===== src/rtl/fpa_pkg.sv =====
// Shared constants and types for the floating-point adder issue controller.
// The shadow entry mirrors one adder pipeline slot: does it hold a live op, and whose.
package fpa_pkg;

  localparam int FPA_LATENCY = 36;
  localparam int FPA_TAG_W   = 4;
  localparam int FPA_DEPTH   = 8;

  localparam logic [31:0] FP_ZERO = 32'h0000_0000;

  typedef struct packed {
    logic                 valid;
    logic [FPA_TAG_W-1:0] tag;
  } shadow_t;

endpackage


===== src/rtl/fpa_result_fifo.sv =====
// Synchronous result FIFO with occupancy count; the head entry is presented combinationally.
// Storage is not reset, only the pointers and the count.
module fpa_result_fifo #(
  parameter int WIDTH = 36,
  parameter int DEPTH = 8
) (
  input  logic                     clk,
  input  logic                     reset,
  input  logic                     push,
  input  logic [WIDTH-1:0]         push_data,
  input  logic                     pop,
  output logic [WIDTH-1:0]         head,
  output logic                     full,
  output logic                     empty,
  output logic [$clog2(DEPTH):0]   count
);

  localparam int AW = $clog2(DEPTH);

  logic [WIDTH-1:0] mem [DEPTH];
  logic [AW-1:0]    wr_ptr;
  logic [AW-1:0]    rd_ptr;

  always_ff @(posedge clk) begin
    if (push) begin
      mem[wr_ptr] <= push_data;
    end
  end

  always_ff @(posedge clk) begin
    if (reset) begin
      wr_ptr <= '0;
      rd_ptr <= '0;
      count  <= '0;
    end else begin
      if (push) begin
        wr_ptr <= wr_ptr + AW'(1);
      end
      if (pop) begin
        rd_ptr <= rd_ptr + AW'(1);
      end
      count <= count + (AW+1)'(push) - (AW+1)'(pop);
    end
  end

  assign head  = mem[rd_ptr];
  assign full  = (count == (AW+1)'(DEPTH));
  assign empty = (count == '0);

  // Upstream credits make both of these unreachable; they guard the credit arithmetic.
  assert property (@(posedge clk) disable iff (reset) !(push && full))
    else $error("fpa_result_fifo: push while full");
  assert property (@(posedge clk) disable iff (reset) !(pop && empty))
    else $error("fpa_result_fifo: pop while empty");

endmodule


===== src/rtl/fpa_issue_ctrl.sv =====
// Issue/return control around a fixed-latency pipelined FP adder that has no valid or stall.
// A shadow shift register tracks live ops; credits keep the result FIFO from ever overflowing.
module fpa_issue_ctrl
  import fpa_pkg::*;
#(
  parameter int LATENCY = FPA_LATENCY,
  parameter int TAG_W   = FPA_TAG_W,
  parameter int DEPTH   = FPA_DEPTH
) (
  input  logic                     clk,
  input  logic                     reset,
  input  logic                     in_valid,
  output logic                     in_ready,
  input  logic [31:0]              in_a,
  input  logic [31:0]              in_b,
  input  logic [TAG_W-1:0]         in_tag,
  output logic [31:0]              fpa_a,
  output logic [31:0]              fpa_b,
  input  logic [31:0]              fpa_sum,
  output logic                     out_valid,
  input  logic                     out_ready,
  output logic [31:0]              out_sum,
  output logic [TAG_W-1:0]         out_tag,
  output logic [$clog2(DEPTH):0]   inflight
);

  localparam int CNT_W  = $clog2(DEPTH) + 1;
  localparam int FIFO_W = 32 + TAG_W;

  if (TAG_W != FPA_TAG_W) begin : g_tag_w_check
    $error("fpa_issue_ctrl: TAG_W must equal fpa_pkg::FPA_TAG_W");
  end

  // Stage 0 is loaded alongside fpa_a/fpa_b; stages 1..LATENCY track the adder's registers.
  shadow_t shadow_q [LATENCY+1];

  logic              accept;
  logic              capture;
  logic              pop;
  logic              fifo_full;
  logic              fifo_empty;
  logic [CNT_W-1:0]  fifo_count;
  logic [CNT_W:0]    credits_used;
  logic [FIFO_W-1:0] fifo_head;

  assign credits_used = {1'b0, inflight} + {1'b0, fifo_count};
  assign in_ready     = !fifo_full && (credits_used < (CNT_W+1)'(DEPTH));
  assign accept       = in_valid && in_ready;
  assign capture      = shadow_q[LATENCY].valid;
  assign out_valid    = !fifo_empty;
  assign pop          = out_valid && out_ready;

  always_ff @(posedge clk) begin
    if (reset) begin
      fpa_a    <= FP_ZERO;
      fpa_b    <= FP_ZERO;
      inflight <= '0;
      for (int i = 0; i <= LATENCY; i++) begin
        shadow_q[i] <= '0;
      end
    end else begin
      // Idle slots feed 0+0 so the adder never chews on stale operands.
      fpa_a             <= accept ? in_a : FP_ZERO;
      fpa_b             <= accept ? in_b : FP_ZERO;
      shadow_q[0].valid <= accept;
      shadow_q[0].tag   <= in_tag;
      for (int i = 1; i <= LATENCY; i++) begin
        shadow_q[i] <= shadow_q[i-1];
      end
      inflight <= inflight + CNT_W'(accept) - CNT_W'(capture);
    end
  end

  fpa_result_fifo #(
    .WIDTH (FIFO_W),
    .DEPTH (DEPTH)
  ) u_result_fifo (
    .clk       (clk),
    .reset     (reset),
    .push      (capture),
    .push_data ({fpa_sum, shadow_q[LATENCY].tag}),
    .pop       (pop),
    .head      (fifo_head),
    .full      (fifo_full),
    .empty     (fifo_empty),
    .count     (fifo_count)
  );

  assign {out_sum, out_tag} = fifo_head;

endmodule

===== config.mk =====
export PLATFORM = sky130hd
export DESIGN_NAME = fpa_issue_ctrl
export DESIGN_NICKNAME = d
export VERILOG_FILES = /design/src/rtl/fpa_pkg.sv /design/src/rtl/fpa_result_fifo.sv /design/src/rtl/fpa_issue_ctrl.sv
export SDC_FILE = /design/constraint.sdc
export NUM_CORES = 1
export LEC_CHECK = 0
export CAP_MARGIN = 10
export CORE_ASPECT_RATIO = 0.7
export CORE_MARGIN = 3
export CORE_UTILIZATION = 55
export CTS_BUF_LIST = sky130_fd_sc_hd__clkbuf_4 sky130_fd_sc_hd__clkbuf_8 sky130_fd_sc_hd__clkbuf_16
export DETAILED_ROUTE_END_ITERATION = 8
export PLACE_DENSITY = 0.78
export SYNTH_ARGS = -nofsm -noshare
export SYNTH_HDL_FRONTEND = slang
export SYNTH_SLANG_ARGS = --single-unit

===== constraint.sdc =====
create_clock -name clk -period 4.08 [get_ports clk]
set_clock_uncertainty 0.1 [all_clocks]
set_input_delay 0.816 -clock clk [delete_from_list [all_inputs] [get_ports clk]]
set_output_delay 0.816 -clock clk [all_outputs]
set_load 0.01 [all_outputs]

### Yosys cells after proc, flatten, opt, wreduce, memory -nomap -nowiden

Memories as Yosys holds them, arrays and structs flattened. A register that Yosys moved wholly into a read port is not among the register bits.
Index checks and enable logic that the tools add are counted.

| cells by class | value |
|---|---|
| add/subtract/negate cells | 7 |
| order comparisons | 1 |
| equal/unequal tests | 1 |
| multiplexer cells | 45 |
| bitwise operators | 39 |
| reductions and logical operators | 7 |

Operators by type and width:

| cell | number |
|---|---|
| 2-to-1 mux 5 bit | 36 |
| OR 1 bit | 38 |
| adder 4 x 1 -> 4 bit | 2 |
| subtractor 4 x 1 -> 4 bit | 2 |
| adder 3 x 1 -> 3 bit, second input constant | 2 |
| 2-to-1 mux 1 bit | 6 |
| 2-to-1 mux 3 bit | 2 |
| adder 4 x 4 -> 5 bit | 1 |
| < comparator 5 x 4 -> 1 bit, second input constant | 1 |
| equality test 4 bit, second input constant | 1 |
| logical NOT 4 bit | 1 |
| 2-to-1 mux 4 bit | 1 |
| logical AND 1 bit | 3 |
| logical NOT 1 bit | 2 |
| OR reduction 2 bit | 1 |
| inverter 1 bit | 1 |

| word-level totals | value |
|---|---|
| flip-flop bits (word level) | 78 |
| memory bits (writable) | 473 |
| bits of input ports | 104 |
| output and inout port bits | 106 |
| word-level logic and storage cells | 108 |
| memories | 2 |

Memory list:

| memory | words | bits a word | read ports | clocked after memory_dff | wr ports | line | source |
|---|---|---|---|---|---|---|---|
| u_result_fifo.mem | 8 | 36 | 1 | 1 | 1 | fpa_result_fifo.sv:20 | `logic [WIDTH-1:0] mem [DEPTH];` |
| shadow_q | 37 | 5 | 37 | 0 | 37 | fpa_issue_ctrl.sv:35 | `shadow_t shadow_q [LATENCY+1];` |

### Logic depth before layout (Yosys ltp)

Gate-level depths: netlist (run 1).

| logic depth | value |
|---|---|
| depth after elaboration | 6 |
| gate-level depth with buffers | 12 |
| mapped depth without buffers | 12 |

### By module

A second synthesis (run 1) with hierarchy kept.

| second synthesis, totals | value |
|---|---|
| cell total of the unflattened synthesis | 1052 |
| area total of the unflattened synthesis | 18736.7 µm² |

By module, submodules not included:

| module | instances | cells an instance | area an instance (µm²) | seq. area each (µm²) |
|---|---|---|---|---|
| fpa_result_fifo | 1 | 485 | 11707.5 | 8908.5 |
| fpa_issue_ctrl | 1 | 567 | 7029.2 | 5064.9 |

### Worst setup path before layout (run 1)

OpenSTA, ideal clock, no wires.

| path | value |
|---|---|
| path kind | reg2reg |
| from | memory shadow_q[0][184] in the netlist's numbering |
| to | memory u_result_fifo.mem[0][0] (enable) |
| setup time | 0.474 ns |
| data arrival time | 3.046 ns |
| required time | 3.506 ns |
| setup slack | 0.460 ns |
| cell stages (with the launch flop) | 3 |
| buffers on the path | 0 |
| clock period less this slack | 3.620 ns |
| cell sequence | dfxtp_1 nand2b_1 nor3_1 |

RTL lines:

| what | line |
|---|---|
| from (decl) | fpa_issue_ctrl.sv:35 |
| to (decl) | fpa_result_fifo.sv:20 |

==> results of run 1 <==
==> logic make-up after synthesis <==
kind of cell	after synthesis	share of synthesized area [%]
AO/OA/AOI/OAI	14	0.449
XOR/XNOR	5	0.238
adder cells (fa/ha/maj)	17	1.24
buffers and inverters	63	1.39
flip-flops	554	76.0
multiplexers	109	11.1
AND/OR/NAND/NOR	288	9.56
==> worst paths after layout <==
check | endpoint | slack, ns
setup reg to reg | inflight[2] | 1.13
hold reg to reg | shadow_q[0][77] | 0.33
setup / recovery | out_sum[3] | 0.37
hold / removal | shadow_q[0][77] | 0.33
==> power groups by stage <==
stage / sequential (mW) / clock (mW) / combinational, mW
detailed placement: 6.24 / 0 / 1.63
finish: 6.11 / 4.53 / 1.62
global route: 6.13 / 4.86 / 1.76
global placement: 6.23 / 0 / 1.60
floorplan: 6.22 / 0 / 0.854
CTS: 6.12 / 4.62 / 1.65
==> area by class of cell <==
| class | count | area share (%) |
|---|---|---|
| inverters | 14 | 0.232 |
| well taps | 427 | 2.35 |
| clock inverters | 20 | 0.938 |
| multi-input cells | 433 | 18.6 |
| clock buffers | 66 | 6.11 |
| flip-flops and latches | 554 | 61.6 |
| repair buffers | 233 | 10.2 |
==> sequential cells by signal (all words and copies together) (netlist names), named ones only <==
name and count:
fpa_a 32, fpa_b 32, inflight 4, shadow_q 185, u_result_fifo.count 4, u_result_fifo.mem 288
u_result_fifo.rd_ptr 3, u_result_fifo.wr_ptr 3
==> placed cells by master (no fill, tap or decap), types with 5 or more instances in the layout <==
master	Yosys	layout
buf_4	0	21
clkbuf_4	0	12
nor2_1	15	9
clkdlybuf4s50_1	0	208
nand2b_1	5	5
ha_1	15	15
nand2_1	5	5
dfxtp_1	266	263
a21oi_1	8	8
mux4_2	72	72
inv_1	14	14
clkinv_2	0	5
clkinv_1	0	5
edfxtp_1	288	288
nor2b_1	186	186
nor2_4	0	6
clkbuf_8	0	5
clkbuf_16	0	49
and2_1	64	64
mux2_2	36	36
==> stage by stage <==
| stage | util, % | cell area [um^2] | hold WS (ns) |
|---|---|---|---|
| 6_report | 69.6 | 22700 | 0.331 |
| 5_1_grt | 69.6 | 22700 | 0.349 |
| 4_1_cts | 69.6 | 22700 | 0.337 |
| 3_5_place_dp | 64.7 | 21100 | 0.322 |
| 3_3_place_gp | 64.7 | 21100 | 0.316 |
| 2_1_floorplan | - | 18400 | 0.314 |
==> layer usage <==
metal | GRT usage [%] | wire, um
met5 | 0 | 0
met4 | 4.85 | 633
met3 | 4.15 | 1770
met2 | 31.5 | 16400
met1 | 25.5 | 14100
==> results.md, run 1 <==
- CP peak stage delay: about 0.6 ns
- Post-synthesis net count: 1171
- Clock sink count: approximately 550
- Remaining Overflow, GRT: 0
- Max-slew headroom: between 40 and 50%
- Footprint of the multi-input gates: 0.00421 mm^2
- Hpwl dp: between 20 and 25 mm
- Final slew viol count: 0
- Critical Path Fanout Max: 24
- Synth unique cells: 30
- RSZ-0062 raised after global routing: false
- Row count: 55
- Vias in the first global route: 9456
- DIE WIDTH: ~220 um
- R2r worst-path depth: 11
- Worst Max-Slew Pin Slew: about 0.88 ns
- Place WS: a little over 0.9 ns
- Antenna violations before repair: 0
- Worst hold path class: reg2reg
- CP Buf/Inv Count: 2
- Slowest stage cell, crit path: dfxtp_4
- Die height: between 150 and 200 um
- Power Dens Cells: 540 mW/mm^2
- EDFF count, synth: about 290
- First-pass GRT wire length: ~53 mm
- Critical Path, Cell by Cell: buf_12 -> mux4_2 -> mux2_2 -> clkdlybuf4s50_1
- Worst skew pair latency: about 0.55 ns
- LEAKAGE: around 7.9 nW
- H-tree levels: 2
- Worst-path clk slew: about 0.06 ns
- Yosys reg bits: 554
- CTS tree: built
- CTS Buf Count: 48
- Synth top area cells: edfxtp_1 (47%), dfxtp_1 (29%), mux4_2 (8.8%), nor2b_1 (6.3%), mux2_2 (2.2%)
- Total GRT Usage: 18.9%
- I/O pin cnt: between 200 and 250
- Layout area overhead: 23.5%
- IO Port Bufs: about 210
- Max Cap Viol: 0
- Fin cells: 1747
- Worst Path Class, Setup: reg2out
- Final ANT Viol Nets: 0
- Final Hold Fails: 0
- Reg area: between 0.01 and 0.015 mm^2
- Largest net degree at the start of global routing: approximately 200
- Hold Crit Start: shadow_q[0][72]
- Hold path cells: 1
- Final nets: around 1400
- Total power draw: around 12 mW
- Max clock buf depth: 3
- Postcts setup bufs: 0
- Gpl congestion: 0.724
- Status: complete, no violations
- Internal power: ~9.6 mW
- Top FF cell, synth: edfxtp_1
- Period utilisation layout: 91.0%
- Vias: about 9000
- Drt first pass iters: 4
- Post-CTS sizing: 0
- Sequential share of the synthesized area: 76.0%
- Synth top cells by count: edfxtp_1 (288), dfxtp_1 (266), nor2b_1 (186)
- Crit path time final: approximately 3.7 ns
- # setup viols final: 0
- Register share of total power: between 40% and 50%
- Most common cell in the synthesized netlist: edfxtp_1
- Synth Instances: approximately 1100
- # DRC: 0
- Total length of routed wires: around 33 mm
- Worst EP arrival: around 2.8 ns
- Starting Density: between 50% and 60%
- ANT cells: 0
- Cell taking the most area after synthesis: edfxtp_1
- Switch share: between 20 and 25%
- Asr flop ratio synth: 0%
- Vias/cell: 5.13
- Filler instances: ~2000
- Setup_tns: 0 ns
- Clk pwr share: 36.9%
- Critical path's top delay family: multiplexers
- Critical Path Sink Type: primary output
- Final setup margin: roughly 0.37 ns
- Combinational share of power: 13.2%
- Post-synth top area share: a little under half
- Req. time, crit path: between 3 and 4 ns
- Worst vdd ir: 0.390 mV
- Placeable Area: 0.0326 mm^2
- Cts hold-fix bufs: 0
- CP Launch Type: flip-flop
- WL/cell: about 19 um
- Layout cells sized above 1: 17.2%
- Mapped Area: between 0.015 and 0.02 mm^2
- Clock Tree Root: clkbuf_16
- 1st-iter DRT viols: around 660
- Fmax: around 270 MHz
- Syn Area/Cell: 17.5 um^2
- P_sw: between 2 and 3 mW
- Reg2Reg Launch Point: inflight[2]
- Crit path depth: 4
- Synth warnings: 0
- Cell count after placement: around 1700
- DIE AREA: roughly 0.036 mm^2
Note: power is estimated with default switching activity, not from simulation.
==> run 2: changes to the inputs <==
--- a/config.mk
+++ b/config.mk
@@ -12,6 +12,7 @@
 export CTS_BUF_LIST = sky130_fd_sc_hd__clkbuf_4 sky130_fd_sc_hd__clkbuf_8 sky130_fd_sc_hd__clkbuf_16
 export DETAILED_ROUTE_END_ITERATION = 8
 export PLACE_DENSITY = 0.78
+export REMOVE_ABC_BUFFERS = 1
 export SYNTH_ARGS = -nofsm -noshare
 export SYNTH_HDL_FRONTEND = slang
 export SYNTH_SLANG_ARGS = --single-unit
==> run 2 against run 1 <==
Against the previous run:
- flip-flop and latch count unchanged
- via count increased by 0.71%
- global-route usage rose by 0.45 points
- clock power fell by 2%
- sequential power barely moved
- utilization fell by 0.092 points
- final cell count about the same
- worst setup slack lost 0.085 ns
- sequential share of layout area increased by 0.093 points
- die area unchanged
- maximum frequency decreased by 2.2%
- first-iteration DRC count is 1.2% higher
- largest power group unchanged
- highest routed layer is now met5
==> results.md, run 2 (synthesis results as in run 1) <==
- Drt first pass iters: 5 (+1)
- Worst EP arrival: 2.88 ns (+0.08 ns)
- Req. time, crit path: 3.16 ns (about the same)
- Post-CTS sizing: 0 (unchanged)
- LEAKAGE: 7.91 nW (about the same)
- Max-slew headroom: 53.4% (+12 points)
- Critical Path Sink Type: primary output
- # DRC: 0 (unchanged)
- Final Hold Fails: 0 (unchanged)
- Vias: 9034 (+0.71%)
- Worst skew pair latency: 0.56 ns (about the same)
- I/O pin cnt: 210 (unchanged)
- Clock sink count: 554 (unchanged)
- Starting Density: 56.3% (unchanged)
- Worst Path Class, Setup: reg2out
- Max clock buf depth: 3 (unchanged)
- Worst hold path class: reg2reg
- Filler instances: 2108 (+3.8%)
- Placed cell areas: 0.0211 mm^2 (about the same)
- Power Dens Cells: 538 mW/mm^2 (-0.53%)
- Largest net degree at the start of global routing: 90 (-55%)
- Vias/cell: 5.17 (+0.66%)
- Total length of routed wires: 33.5 mm (+1.7%)
- Crit path time final: 3.80 ns (+0.0847 ns)
- Clock Tree Root: clkbuf_16
- DIE WIDTH: 224 um (unchanged)
- Most frequent cells in the layout: edfxtp_1 (288), dfxtp_1 (263), clkdlybuf4s50_1 (208), nor2b_1 (186), mux4_2 (72)
- Max reg flops: 288 (unchanged)
- Worst Max-Slew Pin Slew: 0.699 ns (-0.179 ns)
- First-pass GRT wire length: 53.9 mm (+1.4%)
- Reg area: 0.0140 mm^2 (about the same)
- Die height: 159 um (unchanged)
- WL/cell: 19.2 um (+1.6%)
- Row count: 55 (unchanged)
- Total GRT Usage: 19.3% (+0.45 points)
- Max Cap Viol: 0 (unchanged)
- Placeable Area: 0.0326 mm^2 (unchanged)
- Largest regs: u_result_fifo.mem x288, shadow_q x185
- Vias in the first global route: 9372 (-0.89%)
- Layout cells sized above 1: 17.5% (+0.30 points)
- Layout area overhead: 23.3%
- Period utilisation layout: 93.0% (+2.1 points)
- CP Launch Type: flip-flop
- CTS Buf Count: 48 (unchanged)
- DIE AREA: 0.0357 mm^2 (unchanged)
- Final nets: 1402 (-0.21%)
- Final Util: 69.5% (-0.092 points)
- CTS tree: built
- Footprint of the multi-input gates: 0.00421 mm^2 (unchanged)
- Gpl congestion: 0.732 (+0.99%)
- Fin cells: 1748 (+0.057%)
- Fmax: 263 MHz (-2.2%)
- Antenna violations before repair: 2 (+2)
- Worst-path clk slew: 0.07 ns (about the same)
- Final Instance Area: 0.0227 mm^2 (-0.13%)
- Remaining Overflow, GRT: 0 (unchanged)
- Final slew viol count: 0 (unchanged)
- Final ANT Viol Nets: 0 (unchanged)
- IO Port Bufs: 209 (unchanged)
- # setup viols final: 0 (unchanged)
- Biggest register: u_result_fifo.mem
- Worst vdd ir: 0.322 mV (-17%)
- Cts hold-fix bufs: 0 (unchanged)
- H-tree levels: 2 (unchanged)
- Status: complete, no violations
- Postcts setup bufs: 0 (unchanged)
- Critical Path Fanout Max: 25 (+4.2%)
- Cell count after placement: 1658 (-0.18%)
- Hpwl dp: 19.7 mm (-1.6%)
- Leading cell type in the layout, fill and taps excluded: edfxtp_1
- 1st-iter DRT viols: 664 (+1.2%)
- RSZ-0062 raised after global routing: false
run 2: area by class of cell:
class                   count  share of cell area (%)
inverters                  14                   0.232
clock buffers              68                    6.21
repair buffers            230                    10.2
clock inverters            21                   0.734
well taps                 427                    2.36
multi-input cells         433                    18.6
flip-flops and latches    554                    61.7
diodes                      1                  0.0110
run 2: where the power goes:
part | internal (mW) | switching [mW]
Clock | 2.54 | 1.90
Combinational | 0.947 | 0.673
Sequential | 5.99 | 0.123
run 2: worst paths after layout:
kind,slack [ns],from,end,cells past startpoint
min reg2reg,0.33,shadow_q[0][94],shadow_q[0][99],1
max reg2reg,1.24,inflight[2],inflight[2],11
min,0.33,shadow_q[0][94],shadow_q[0][99],1
max,0.28,flip-flop,out_sum[31],4
run 2: worst max-delay path, stage by stage, from the launching register on:
cell	delay, ns
dfxtp_4	0.70
buf_4	0.32
mux4_2	0.54
mux2_2	0.28
clkdlybuf4s50_1	0.48
run 2: per-stage QoR:
| stage | TNS, ns | worst slack (ns) | hold slack (ns) | power (mW) |
|---|---|---|---|---|
| finish | 0 | 0.284 | 0.329 | 12.2 |
| global route | 0 | 0.113 | 0.346 | 12.7 |
| CTS | 0 | 0.193 | 0.329 | 12.3 |
| detailed placement | 0 | 0.815 | 0.321 | 7.87 |
| global placement | 0 | 0.849 | 0.316 | 7.83 |
| floorplan | -29.78 | -0.827 | 0.314 | 7.05 |
run 2: routing by layer:
metal	vias to the layer above	wire length (um)	track usage, %
li1	4211	-	-
met4	2	508	4.88
met3	44	1580	3.83
met5	-	10	0
met1	4586	15100	28.1
met2	191	16300	30.5
==> variant 1, RTL diff (config.mk and constraints of run 1) <==
Compare `count` against `(AW+1)'(DEPTH)` with >= in place of ==.
--- a/src/rtl/fpa_result_fifo.sv
+++ b/src/rtl/fpa_result_fifo.sv
@@ -44,7 +44,7 @@
   end
 
   assign head  = mem[rd_ptr];
-  assign full  = (count == (AW+1)'(DEPTH));
+  assign full  = (count >= (AW+1)'(DEPTH));
   assign empty = (count == '0);
 
   // Upstream credits make both of these unreachable; they guard the credit arithmetic.
Check against the original RTL: same outputs for any inputs over 10 cycles, from zero or initial values and one cycle with reset high; that may be too few to reach the edited logic, so the function may still have changed.
==> variant 1 against run 1 <==
- wire length up 7.0%
- largest power group unchanged
- synthesized cell count up 7.0%
- final area up 2.7%
- sequential cell count unchanged
- register-to-register slack better by 0.15 ns
- area after synthesis up 2.8%
- power up 3.3%
- setup slack worse by 0.19 ns
==> variant 1: results (changes against run 1) <==
- The pin count of the biggest net entering global routing is 91 (-55%).
- The inverter count is 76 (+62).
- The global routing usage summed across all routing layers was 19.54% (+0.68 points).
- The number of nets produced by synthesis was 1244 (+6.2%).
- The maximum fanout encountered on the critical timing path came to 33 (+38%).
- For hold timing, the worst endpoint is shadow_q[0][148].
- The clock tree cell share of total cell area is 7.449% (+0.41 points).
- The met1 global-route usage came to 28.18% (+2.7 points).
- The setup slack of the most critical reg-to-reg path is 1.28 ns (+0.15 ns).
- The flow ran to the end, and the final reports show no timing, DRC or antenna violations.
- The worst-case setup slack after placement is 0.7489 ns (-0.1756 ns).
- The number of global-route vias before repair is 9546 (+0.95%).
- The peak supply drop is 432.1 uV (+11%).
- The worst slew slack as a fraction of its limit came to 39.28% (-2.0 points).
- The final net count was 1469 (+4.6%).
- The capturing element of the worst setup path is out_sum[19].
- The global-route track usage on met3 is 3.488% (-0.66 points).
- The met3 routed wirelength came to 1942 um (+10%).
- After synthesis, the cell types taking the most area are sky130_fd_sc_hd__edfxtp_1, sky130_fd_sc_hd__dfxtp_1, sky130_fd_sc_hd__mux4_1.
- The share of synthesized area occupied by flip-flops and latches is 73.99% (-2.1 points).
- In this run the critical register-to-register path is captured at fpa_b[7].
- In this run the critical register-to-register path is launched from u_result_fifo.count[3].
- The first-pass GRT wire length came to 54630 um (+2.9%).
- The delay contributed by the slowest stage of the critical path was 0.74 ns (+0.14 ns).
- The post-layout minimum cycle time is 3.903 ns (+0.1917 ns).
- The met2 capacity usage during global routing came to 31.54% (+0.041 points).
variant 1: kinds of logic (layout without fill, tap and decap cells):
logic type | count (synthesis) | in the layout | synth area share [%]
XOR/XNOR | 5 | 5 | 0.2319
flip-flops | 554 | 554 | 73.99
AO/OA/AOI/OAI | 9 | 9 | 0.3048
multiplexers | 113 | 113 | 12.29
AND/OR/NAND/NOR | 293 | 293 | 8.957
buffers and inverters | 132 | 398 | 3.021
adder cells (fa/ha/maj) | 17 | 17 | 1.206
variant 1: metrics by stage:
| step | power, mW | utilization (%) | cells | instance area (um2) |
|---|---|---|---|---|
| after floorplan | 7.188 | - | 1123 | 18890 |
| after global placement | 7.948 | 63.98 | 1761 | 21560 |
| after detailed placement | 7.990 | 63.98 | 1761 | 21560 |
| after CTS | 12.78 | 69.13 | 1853 | 23300 |
| after global routing | 13.14 | 69.13 | 1853 | 23300 |
| final | 12.66 | 69.13 | 1853 | 23300 |
==> variant 2, RTL diff (config.mk and constraints of run 1) <==
Without the edit above. `FPA_DEPTH`: 8 -> 16.
--- a/src/rtl/fpa_pkg.sv
+++ b/src/rtl/fpa_pkg.sv
@@ -4,7 +4,7 @@
 
   localparam int FPA_LATENCY = 36;
   localparam int FPA_TAG_W   = 4;
-  localparam int FPA_DEPTH   = 8;
+  localparam int FPA_DEPTH   = 16;
 
   localparam logic [31:0] FP_ZERO = 32'h0000_0000;
 
Interface: changed (resized inflight); port bits go from 210 to 211. The function was not compared with the original's and may differ.
==> variant 2 against run 1 <==
- count of clock-buffer cells in the layout up 31
- sequential share of layout area is 3.1 points higher
- worst hold slack lost 0.021 ns
- critical path depth grew 1
- sequential cell count increased by 293
- wire length grew 86%
- power up 63%
- setup slack worse by 0.25 ns
- synthesized cell count rose by 48%
- via count is 64% higher
- area after synthesis increased by 60%
- final area up 55%
- cell count rose by 46%
- critical path type unchanged
- largest power group unchanged
==> variant 2: results (changes against run 1) <==
- The run finished with clean final reports.
- The peak supply drop is 327.2 uV (-16%).
- The depth of the worst register-to-register path came to 14 (+3).
- The fraction of the mapped netlist area in adder cells came to 0.9856% (-0.25 points).
- In the final layout, the registers with the most flip-flops are u_result_fifo.mem (576), shadow_q (185).
- The per-cell via count in the routed design came to 5.794 (+13%).
- The multiplexer area fraction after synthesis is 11.05% (-0.040 points).
- The number of global-route vias before repair is 15150 (+60%).
- The instance area after placement was 0.03252 mm2 (+54%).
- The worst hold margin is 0.3104 ns (-0.02104 ns).
- The met1 global-route usage is 31.15% (+5.7 points).
- The HPWL after detailed placement is 33150 um (+65%).
- The layout cell share with drive strength beyond 1 was 17.97% (+0.77 points).
- The number of optimization iterations in the first detailed-route pass is 5 (+1).
- The worst hold path endpoint is shadow_q[0][19].
- The power consumed by sequential cells is 9.45 mW (+55%).
- The CTS H-tree depth is 3 (+1).
- The count of routing violations after the opening detailed-route iteration is 1603 (+140%).
- The worst hold path begins at shadow_q[0][14].
- The startpoint identified for the worst register-to-register timing path is inflight[1].
- The total length of routed met2 wires is 29610 um (+80%).
- The power density normalized to cell area came to 569.8 mW/mm2 (+5.4%).
- The leakage power total is 11.91 nW (+51%).
- The maximum fanout encountered on the critical timing path came to 36 (+50%).
- The count of cell types in the netlist was 37 (+23%).
- The share of synthesized area occupied by flip-flops and latches was 77.15% (+1.1 points).
- The setup slack of the most critical reg-to-reg path is 0.52 ns (-0.61 ns).
- The global routing usage summed across all routing layers was 22.20% (+3.3 points).
- The number of buffers inserted during clock tree synthesis was 75 (+56%).
- The worst-case setup slack after placement came to 0.5396 ns (-0.3850 ns).
- The kind of cell adding the most delay to the critical path is buffers and inverters.
- The placer congestion estimate is 0.7512 (+3.7%).
- The met3 routed wirelength was 5513 um (+210%).
- The first-pass GRT wire length was 92860 um (+75%).
- The share of the synthesized area in compound gates (AO/OA/AOI/OAI) is 2.171% (+1.7 points).
- Compared with the post-synthesis result, the final layout area differs by 19.19%.
- The pin count of the biggest net entering global routing is 98 (-51%).
- The sum of routed wire length over all layers is 61420 um (+86%).
- The initial antenna violation count is 1 (+1).
- The least setup slack across all paths after layout is 0.1180 ns (-0.2504 ns).
- The synthesized instance count is 1554 (+48%).
- The final net count is 1929 (+37%).
- The fill cell instance count of the final layout is 3353 (+65%).
- The capturing element of the worst setup path is out_sum[1].
- The number of flops mapped to enable cells by yosys is 576 (+100%).
- The number of nets produced by synthesis came to 1680 (+43%).
- The parity-gate share of the synthesized area counting xor and xnor cells is 0.2974% (+0.059 points).
- The capture instance of the worst register-to-register path is inflight[4].
- The quantity of I/O buffers inserted on ports was 210 (+0.48%).
==> variant 2: cell types whose count changed in the layout (fill, tap and decap cells not counted), moves of 12 or more <==
cell                               run 1  this run
sky130_fd_sc_hd__edfxtp_1            288       576
sky130_fd_sc_hd__a22oi_1               0        72
sky130_fd_sc_hd__mux4_2               72       144
sky130_fd_sc_hd__mux2_2               36         0
sky130_fd_sc_hd__nand2_1               5        41
sky130_fd_sc_hd__clkbuf_16            49        79
sky130_fd_sc_hd__and2_2                0        17
sky130_fd_sc_hd__buf_4                21        35
sky130_fd_sc_hd__and2_1               64        52
sky130_fd_sc_hd__nor4b_1               0        12
==> variant 2: cell type report <==
type / count / area share [%]
Antenna cell: 2 / 0.01426
Clock buffer: 97 / 6.141
Inverter: 18 / 0.1925
Sequential cell: 847 / 64.75
Tap cell: 684 / 2.438
Timing Repair Buffer: 251 / 7.111
Multi-Input combinational cell: 610 / 18.17
Clock inverter: 36 / 1.183
